### config.mk
export PLATFORM = sky130hd
export DESIGN_NAME = dcache_refill_flat
export DESIGN_NICKNAME = d
export VERILOG_FILES = /design/src/rtl/dcache_pkg.sv /design/src/rtl/dcache_refill_if.sv /design/src/rtl/dcache_refill_line.sv /design/src/rtl/dcache_refill.sv /design/src/flat_wrapper.sv
export SDC_FILE = /design/constraint.sdc
export NUM_CORES = 1
export LEC_CHECK = 0
export ABC_CLOCK_PERIOD_IN_PS = 4000
export BUFFER_PORTS_ARGS = -buffer_cell sky130_fd_sc_hd__clkbuf_2
export CAP_MARGIN = 10
export CORE_ASPECT_RATIO = 1.2
export CORE_UTILIZATION = 35
export DETAILED_ROUTE_END_ITERATION = 10
export GPL_TIMING_DRIVEN = 1
export PLACE_DENSITY_LB_ADDON = 0.05
export SKIP_LAST_GASP = 1
export SYNTH_ARGS = -nofsm -noshare
export SYNTH_HDL_FRONTEND = slang
export SYNTH_SLANG_ARGS = --single-unit
### constraint.sdc
create_clock -name clk -period 4 [get_ports clk]
set_input_delay 0.2 -clock clk [delete_from_list [all_inputs] [get_ports clk]]
set_output_delay 0.2 -clock clk [all_outputs]
set_load 0.02 [all_outputs]
### src/rtl/dcache_pkg.sv
// Shared types and default sizes for the data-cache refill engine.
// Holds the refill FSM state enum and the default line/index/strobe widths.
package dcache_pkg;

   // Default geometry; modules expose these as overridable parameters.
   localparam int DEF_INDEX_W    = 7;
   localparam int DEF_LINE_WORDS = 8;
   localparam int WORD_W         = 32;
   localparam int LINE_W         = WORD_W * DEF_LINE_WORDS;
   localparam int STRB_W         = 4 * DEF_LINE_WORDS;
   localparam int CNT_W          = 3;

   typedef enum logic [1:0] {
      S_IDLE,
      S_AR,
      S_RECV,
      S_WRITE
   } refill_state_e;

endpackage

### src/rtl/dcache_refill_if.sv
// Memory read channel between the refill engine and the memory side.
// master: refill engine (drives ar_valid/r_ready); slave: memory model.
interface dcache_refill_if;

   logic        ar_valid;
   logic        ar_ready;
   logic        r_valid;
   logic        r_ready;
   logic [31:0] r_data;
   logic        r_last;

   modport master (
      output ar_valid,
      output r_ready,
      input  ar_ready,
      input  r_valid,
      input  r_data,
      input  r_last
   );

   modport slave (
      input  ar_valid,
      input  r_ready,
      output ar_ready,
      output r_valid,
      output r_data,
      output r_last
   );

endinterface

### src/rtl/dcache_refill_line.sv
// Word-addressed line buffer: clr zeroes the whole line, we writes one word.
// Ports: clk, resetn, clr, we, waddr, wword in; line (flat) out.
module dcache_refill_line
   import dcache_pkg::*;
#(
   parameter int LINE_WORDS = DEF_LINE_WORDS
) (
   input  logic                     clk,
   input  logic                     resetn,
   input  logic                     clr,
   input  logic                     we,
   input  logic [CNT_W-1:0]         waddr,
   input  logic [31:0]              wword,
   output logic [32*LINE_WORDS-1:0] line
);

   logic [LINE_WORDS-1:0][31:0] mem_q;

   always_ff @(posedge clk or negedge resetn) begin
      if (!resetn) begin
         mem_q <= '0;
      end else if (clr) begin
         mem_q <= '0;
      end else if (we) begin
         mem_q[waddr] <= wword;
      end
   end

   assign line = mem_q;

endmodule

### src/rtl/dcache_refill.sv
// Data-cache line refill: one burst read per request, assembles the line, writes the bank.
// Ports: clk, resetn, req_* in, mem (read channel), wen/wstrb/windex/wdata, fwd_*, done, err.
// Optional macro DCACHE_EARLY_FWD_EN adds critical-word early forwarding on fwd_valid/fwd_data.
module dcache_refill
   import dcache_pkg::*;
#(
   parameter int INDEX_W    = DEF_INDEX_W,
   parameter int LINE_WORDS = DEF_LINE_WORDS
) (
   input  logic                     clk,
   input  logic                     resetn,
   input  logic                     req_valid,
   output logic                     req_ready,
   input  logic [INDEX_W-1:0]       req_index,
   input  logic [2:0]               req_offset,
   dcache_refill_if.master          mem,
   output logic                     wen,
   output logic [4*LINE_WORDS-1:0]  wstrb,
   output logic [INDEX_W-1:0]       windex,
   output logic [32*LINE_WORDS-1:0] wdata,
   output logic                     fwd_valid,
   output logic [31:0]              fwd_data,
   output logic                     done,
   output logic                     err
);

   refill_state_e state_q, state_d;

   logic [CNT_W-1:0]            cnt_q;
   logic [INDEX_W-1:0]          idx_q;
   logic                        short_q;
   logic [INDEX_W-1:0]          windex_q;
   logic [32*LINE_WORDS-1:0]    wdata_q;
   logic [LINE_WORDS-1:0][31:0] line;
   logic [LINE_WORDS-1:0][31:0] merged;

   logic accept;
   logic beat;
   logic last_word;
   logic final_beat;

   assign accept     = req_valid & req_ready;
   assign beat       = mem.r_valid & (state_q == S_RECV);
   assign last_word  = (cnt_q == CNT_W'(LINE_WORDS - 1));
   // A full line ends the burst even without r_last.
   assign final_beat = beat & (last_word | mem.r_last);

   always_ff @(posedge clk or negedge resetn) begin
      if (!resetn) begin
         state_q <= S_IDLE;
      end else begin
         state_q <= state_d;
      end
   end

   always_comb begin
      state_d      = state_q;
      req_ready    = 1'b0;
      mem.ar_valid = 1'b0;
      mem.r_ready  = 1'b0;
      wen          = 1'b0;
      done         = 1'b0;
      err          = 1'b0;
      wstrb        = '0;
      unique case (state_q)
         S_IDLE: begin
            req_ready = resetn;
            if (req_valid) state_d = S_AR;
         end
         S_AR: begin
            mem.ar_valid = 1'b1;
            if (mem.ar_ready) state_d = S_RECV;
         end
         S_RECV: begin
            mem.r_ready = 1'b1;
            if (final_beat) state_d = S_WRITE;
         end
         S_WRITE: begin
            wen     = 1'b1;
            done    = 1'b1;
            err     = short_q;
            wstrb   = '1;
            state_d = S_IDLE;
         end
         default: state_d = S_IDLE;
      endcase
   end

   // Line buffer plus the beat landing this cycle, so the
   // write-back registers capture the complete line at once.
   always_comb begin
      merged        = line;
      merged[cnt_q] = mem.r_data;
   end

   always_ff @(posedge clk or negedge resetn) begin
      if (!resetn) begin
         cnt_q    <= '0;
         idx_q    <= '0;
         short_q  <= 1'b0;
         windex_q <= '0;
         wdata_q  <= '0;
      end else begin
         if (accept) begin
            cnt_q   <= '0;
            idx_q   <= req_index;
            short_q <= 1'b0;
         end
         if (beat && !last_word) begin
            cnt_q <= cnt_q + CNT_W'(1);
         end
         if (final_beat) begin
            short_q  <= ~last_word;
            windex_q <= idx_q;
            wdata_q  <= merged;
         end
      end
   end

   assign windex = windex_q;
   assign wdata  = wdata_q;

   dcache_refill_line #(
      .LINE_WORDS(LINE_WORDS)
   ) u_line (
      .clk   (clk),
      .resetn(resetn),
      .clr   (accept),
      .we    (beat),
      .waddr (cnt_q),
      .wword (mem.r_data),
      .line  (line)
   );

`ifdef DCACHE_EARLY_FWD_EN
   logic [2:0]  off_q;
   logic        fwd_valid_q;
   logic [31:0] fwd_data_q;
   logic        fwd_hit;

   assign fwd_hit = beat & (cnt_q == off_q);

   always_ff @(posedge clk or negedge resetn) begin
      if (!resetn) begin
         off_q       <= '0;
         fwd_valid_q <= 1'b0;
         fwd_data_q  <= '0;
      end else begin
         if (accept) off_q <= req_offset;
         fwd_valid_q <= fwd_hit;
         if (fwd_hit) fwd_data_q <= mem.r_data;
      end
   end

   assign fwd_valid = fwd_valid_q;
   assign fwd_data  = fwd_data_q;
`else
   logic unused_offset;
   assign unused_offset = ^req_offset;
   assign fwd_valid     = 1'b0;
   assign fwd_data      = '0;
`endif

endmodule

### src/flat_wrapper.sv
// flat-port wrapper written by rule: the top's interface ports become plain ports
module dcache_refill_flat import dcache_pkg::*;
#(
   parameter int INDEX_W    = DEF_INDEX_W,
   parameter int LINE_WORDS = DEF_LINE_WORDS
)
  (clk, resetn, req_valid, req_ready, req_index, req_offset, wen, wstrb, windex, wdata, fwd_valid, fwd_data, done, err, mem_ar_valid, mem_r_ready, mem_ar_ready, mem_r_valid, mem_r_data, mem_r_last);
  dcache_refill_if mem_i ();
  input  logic clk;
  input  logic resetn;
  input  logic req_valid;
  output logic req_ready;
  input  logic [INDEX_W-1:0] req_index;
  input  logic [2:0] req_offset;
  output logic wen;
  output logic [4*LINE_WORDS-1:0] wstrb;
  output logic [INDEX_W-1:0] windex;
  output logic [32*LINE_WORDS-1:0] wdata;
  output logic fwd_valid;
  output logic [31:0] fwd_data;
  output logic done;
  output logic err;
  output wire logic [$bits(mem_i.ar_valid)-1:0] mem_ar_valid;
  output wire logic [$bits(mem_i.r_ready)-1:0] mem_r_ready;
  input wire logic [$bits(mem_i.ar_ready)-1:0] mem_ar_ready;
  input wire logic [$bits(mem_i.r_valid)-1:0] mem_r_valid;
  input wire logic [$bits(mem_i.r_data)-1:0] mem_r_data;
  input wire logic [$bits(mem_i.r_last)-1:0] mem_r_last;
  assign mem_ar_valid = mem_i.ar_valid;
  assign mem_r_ready = mem_i.r_ready;
  assign mem_i.ar_ready = mem_ar_ready;
  assign mem_i.r_valid = mem_r_valid;
  assign mem_i.r_data = mem_r_data;
  assign mem_i.r_last = mem_r_last;
  dcache_refill #(.INDEX_W(INDEX_W), .LINE_WORDS(LINE_WORDS)) u_core (.clk(clk), .resetn(resetn), .req_valid(req_valid), .req_ready(req_ready), .req_index(req_index), .req_offset(req_offset), .mem(mem_i), .wen(wen), .wstrb(wstrb), .windex(windex), .wdata(wdata), .fwd_valid(fwd_valid), .fwd_data(fwd_data), .done(done), .err(err));
endmodule
==> run_results.csv <==
group,metric,value,unit
sta,setup-violations-final,0,
synthesis,netlist_instances,2477,
sta,max_slew.worst_pin.slew,1187,ps
sta,grt_setup_unrepaired,"false",
power_and_ir_drop,p_leak,14.24,nW
routing,drt-initial-drc-count,1235,
global_routing,gr-total-overflow,0,
worst_hold_path,hold_path.class,"input pin to flip-flop",
power_and_ir_drop,netSwitchingPower,0.009730,W
cts,h-tree-depth,2,
cells_and_area,num_antenna_cells,0,
power_and_ir_drop,combPwrFrac,37.7,%
cts,ctsHoldBuffers,10,
placed_design,place_congestion,0.7839,
die,die_h,286.4,um
global_routing,antenna_found_initial,2,
placed_design,io_buffers,345,
cells_and_area,layout_commonest_cell,"nand2_1",
die,start_util,35.61,%
run_status,outcome,"complete, no violations",
cts,cts_buffers,57,
global_routing,grt_util_all_layers,24.38,%
sta,fin_ws,1090,ps
die,die-area,68440,um2
die,num_io_pins,382,
cts,cts_tree,"yes",
global_routing,grt_pass1_vias,18455,
cts,post_cts_buffers,0,
die,num_rows,103,
global_routing,grt-busiest-layer,"met2",
critical_path,cp.arrival,3440,ps
power_and_ir_drop,p_per_area,837.2,nW/um2
critical_path,crit_fanout,73,
critical_path,critPathLaunchType,"flip-flop",
routing,wl_per_cell,23.27,um
synthesis,ys_seq_area_share,56.44,%
routing,vias,18597,
routing,wirelength,83970,um
cts,clock_latency,640,ps
routing,vias_per_cell,5.153,
global_routing,grt_max_degree,166,
critical_path,cp-end-kind,"flip-flop",
die,core_area,66240,um2
cells_and_area,drive_above_1_share,17.89,%
die,die_w,239.0,um
sta,fmax,343.6,MHz
power_and_ir_drop,max-vdd-ir-drop,327.5,uV
cells_and_area,final_cell_mix,"nand2_1, dfrtp_1, a21oi_1",
sta,slew_viol_final,0,
global_routing,gr-usage-met1,32.52,%
cts,cts_sinks,532,
routing,drtPass1Iterations,5,
cts,cts.path.max_buffers,3,
critical_path,critical_path_class,"flip-flop to flip-flop",
sta,slew_headroom,20.84,%
run,drv_cap,0,
sta,finalCritPeriodShare,72.75,%
sta,tns,0,ps
cells_and_area,nets,2734,
placed_design,hpwlAfterDp,51560,um
routing,ant_nets,0,
power_and_ir_drop,intPower,0.01318,W
sta,fin_crit,2910,ps
power_and_ir_drop,pwr-share-clk,22.4,%
global_routing,grt.met2_usage,40.71,%
synthesis,synthesis.area,23590,um2
sta,hold_viol,0,
synthesis,ys_warn_count,0,
power_and_ir_drop,switching_share,42.47,%
cts,post_cts_resized,0,
sta,clock-skew-final,27.41,ps
routing,route.detailed.drc,0,
global_routing,grt_pass1_wl,124500,um
synthesis,ys_seq_elements,532,
cts,cts_root_buffer,"clkbuf_16",
cts,path_clk_slew,60,ps
critical_path,critical_path_required,4530,ps
synthesis,yosysUniqueCellTypes,35,
power_and_ir_drop,finalPower,0.02291,W
cells_and_area,area_growth_syn_to_layout,16.01,%
synthesis,synth_area_per_cell,9.523,um2
power_and_ir_drop,pwr-share-seq,39.8,%
global_routing,grt_use_met3,4.040,%
placed_design,post-place-ws,1140,ps
==> critical path, stage by stage, from the launching register on <==
cell and delay (ps):
dfrtp_1 680, ha_1 360, ha_1 230, o211ai_1 420
buf_12 390, buf_12 370, a21oi_1 70, a21oi_1 210
==> metal layers <==
layer | vias up | share of wire [%]
li1 | 8465 | -
met3 | 119 | 5.2
met4 | 4 | 2.7
met1 | 9475 | 43
met5 | - | 0.030
met2 | 534 | 49
==> state kept, by name, summed over array words and instances, names as in the netlist <==
name	cells
u_core.cnt_q	3
u_core.idx_q	7
u_core.short_q	1
u_core.state_q	2
u_core.u_line.line	256
u_core.wdata	256
u_core.windex	7
==> per-stage QoR <==
stage / hold WS, ps / cells / utilization [%] / area [um2]
after floorplan: -95.59 / 2509 / - / 23710
after global placement: 206.2 / 3503 / 38.50 / 25500
after detailed placement: 208.7 / 3503 / 38.50 / 25500
after CTS: 10.20 / 3609 / 41.31 / 27370
after global routing: 40.91 / 3609 / 41.31 / 27370
final: 36.23 / 3609 / 41.31 / 27370
==> cells in the mapped netlist <==
cell / instances / area share (%)
nor2b_1: 2 / 0.053
a221oi_2: 1 / 0.064
ha_1: 6 / 0.32
a31oi_1: 1 / 0.027
o32a_1: 1 / 0.042
o211ai_1: 1 / 0.032
or3b_1: 3 / 0.11
buf_6: 10 / 0.48
buf_1: 48 / 0.76
nand2_1: 590 / 9.4
nand3b_1: 3 / 0.095
and2_1: 2 / 0.053
nand2b_1: 2 / 0.053
buf_4: 87 / 2.8
mux2_2: 2 / 0.095
a21oi_1: 512 / 11
inv_1: 3 / 0.048
o211a_1: 1 / 0.042
clkbuf_1: 75 / 1.2
nand3_1: 1 / 0.021
nor3b_2: 2 / 0.11
mux2i_1: 256 / 11
nand3_2: 3 / 0.13
a32oi_1: 1 / 0.037
or3_1: 1 / 0.027
dfrtp_1: 532 / 56
nor3b_4: 1 / 0.080
and3b_1: 5 / 0.19
nor2b_4: 1 / 0.058
buf_2: 59 / 1.3
and3_1: 3 / 0.080
conb_1: 1 / 0.016
nor2_1: 258 / 4.1
a22o_1: 2 / 0.074
nor3_2: 1 / 0.042
==> layout make-up <==
type | instances | area (um2)
flip-flops and latches | 532 | 13310
clock buffers | 88 | 1715
multi-input cells | 1695 | 8919
clock inverters | 8 | 47.55
well taps | 892 | 1116
inverters | 3 | 11.26
fillers | 6724 | 38870
repair buffers | 391 | 2245
==> power groups by stage <==
| stage | Sequential, W | Combinational (W) | Clock, W |
|---|---|---|---|
| detailed placement | 0.00921 | 0.00872 | 0 |
| global placement | 0.00919 | 0.00860 | 0 |
| CTS | 0.00915 | 0.00876 | 0.00527 |
| finish | 0.00913 | 0.00865 | 0.00514 |
| global route | 0.00936 | 0.00951 | 0.00546 |
| floorplan | 0.0103 | 0.00415 | 0 |
==> cells by family after synthesis <==
| logic type | after synthesis | share of synthesized area [%] |
|---|---|---|
| multiplexers | 258 | 10.96 |
| buffers and inverters | 282 | 6.503 |
| AND/OR/NAND/NOR | 878 | 14.59 |
| flip-flops | 532 | 56.44 |
| adder cells (fa/ha/maj) | 6 | 0.3182 |
| other | 1 | 0.01590 |
| AO/OA/AOI/OAI | 520 | 11.18 |
==> path summary, 6_finish.rpt <==
check	cells after the start	start	slack, ps	endpoint
min in group asynchronous	2	resetn	150	u_core.wdata[185]$_DFFE_PN0P_
setup / recovery	7	u_core.cnt_q[0]$_DFFE_PN0P_	1090	u_core.wdata[217]$_DFFE_PN0P_
hold / removal	3	mem_r_data[1]	40	u_core.wdata[65]$_DFFE_PN0P_
hold reg to reg	2	u_core.idx_q[6]$_DFFE_PN0P_	470	u_core.windex[6]$_DFFE_PN0P_
max in group asynchronous	3	resetn	2440	u_core.wdata[169]$_DFFE_PN0P_
setup reg to reg	7	u_core.cnt_q[0]$_DFFE_PN0P_	1090	u_core.wdata[217]$_DFFE_PN0P_
No activity file was read; power rests on OpenSTA's default activity.
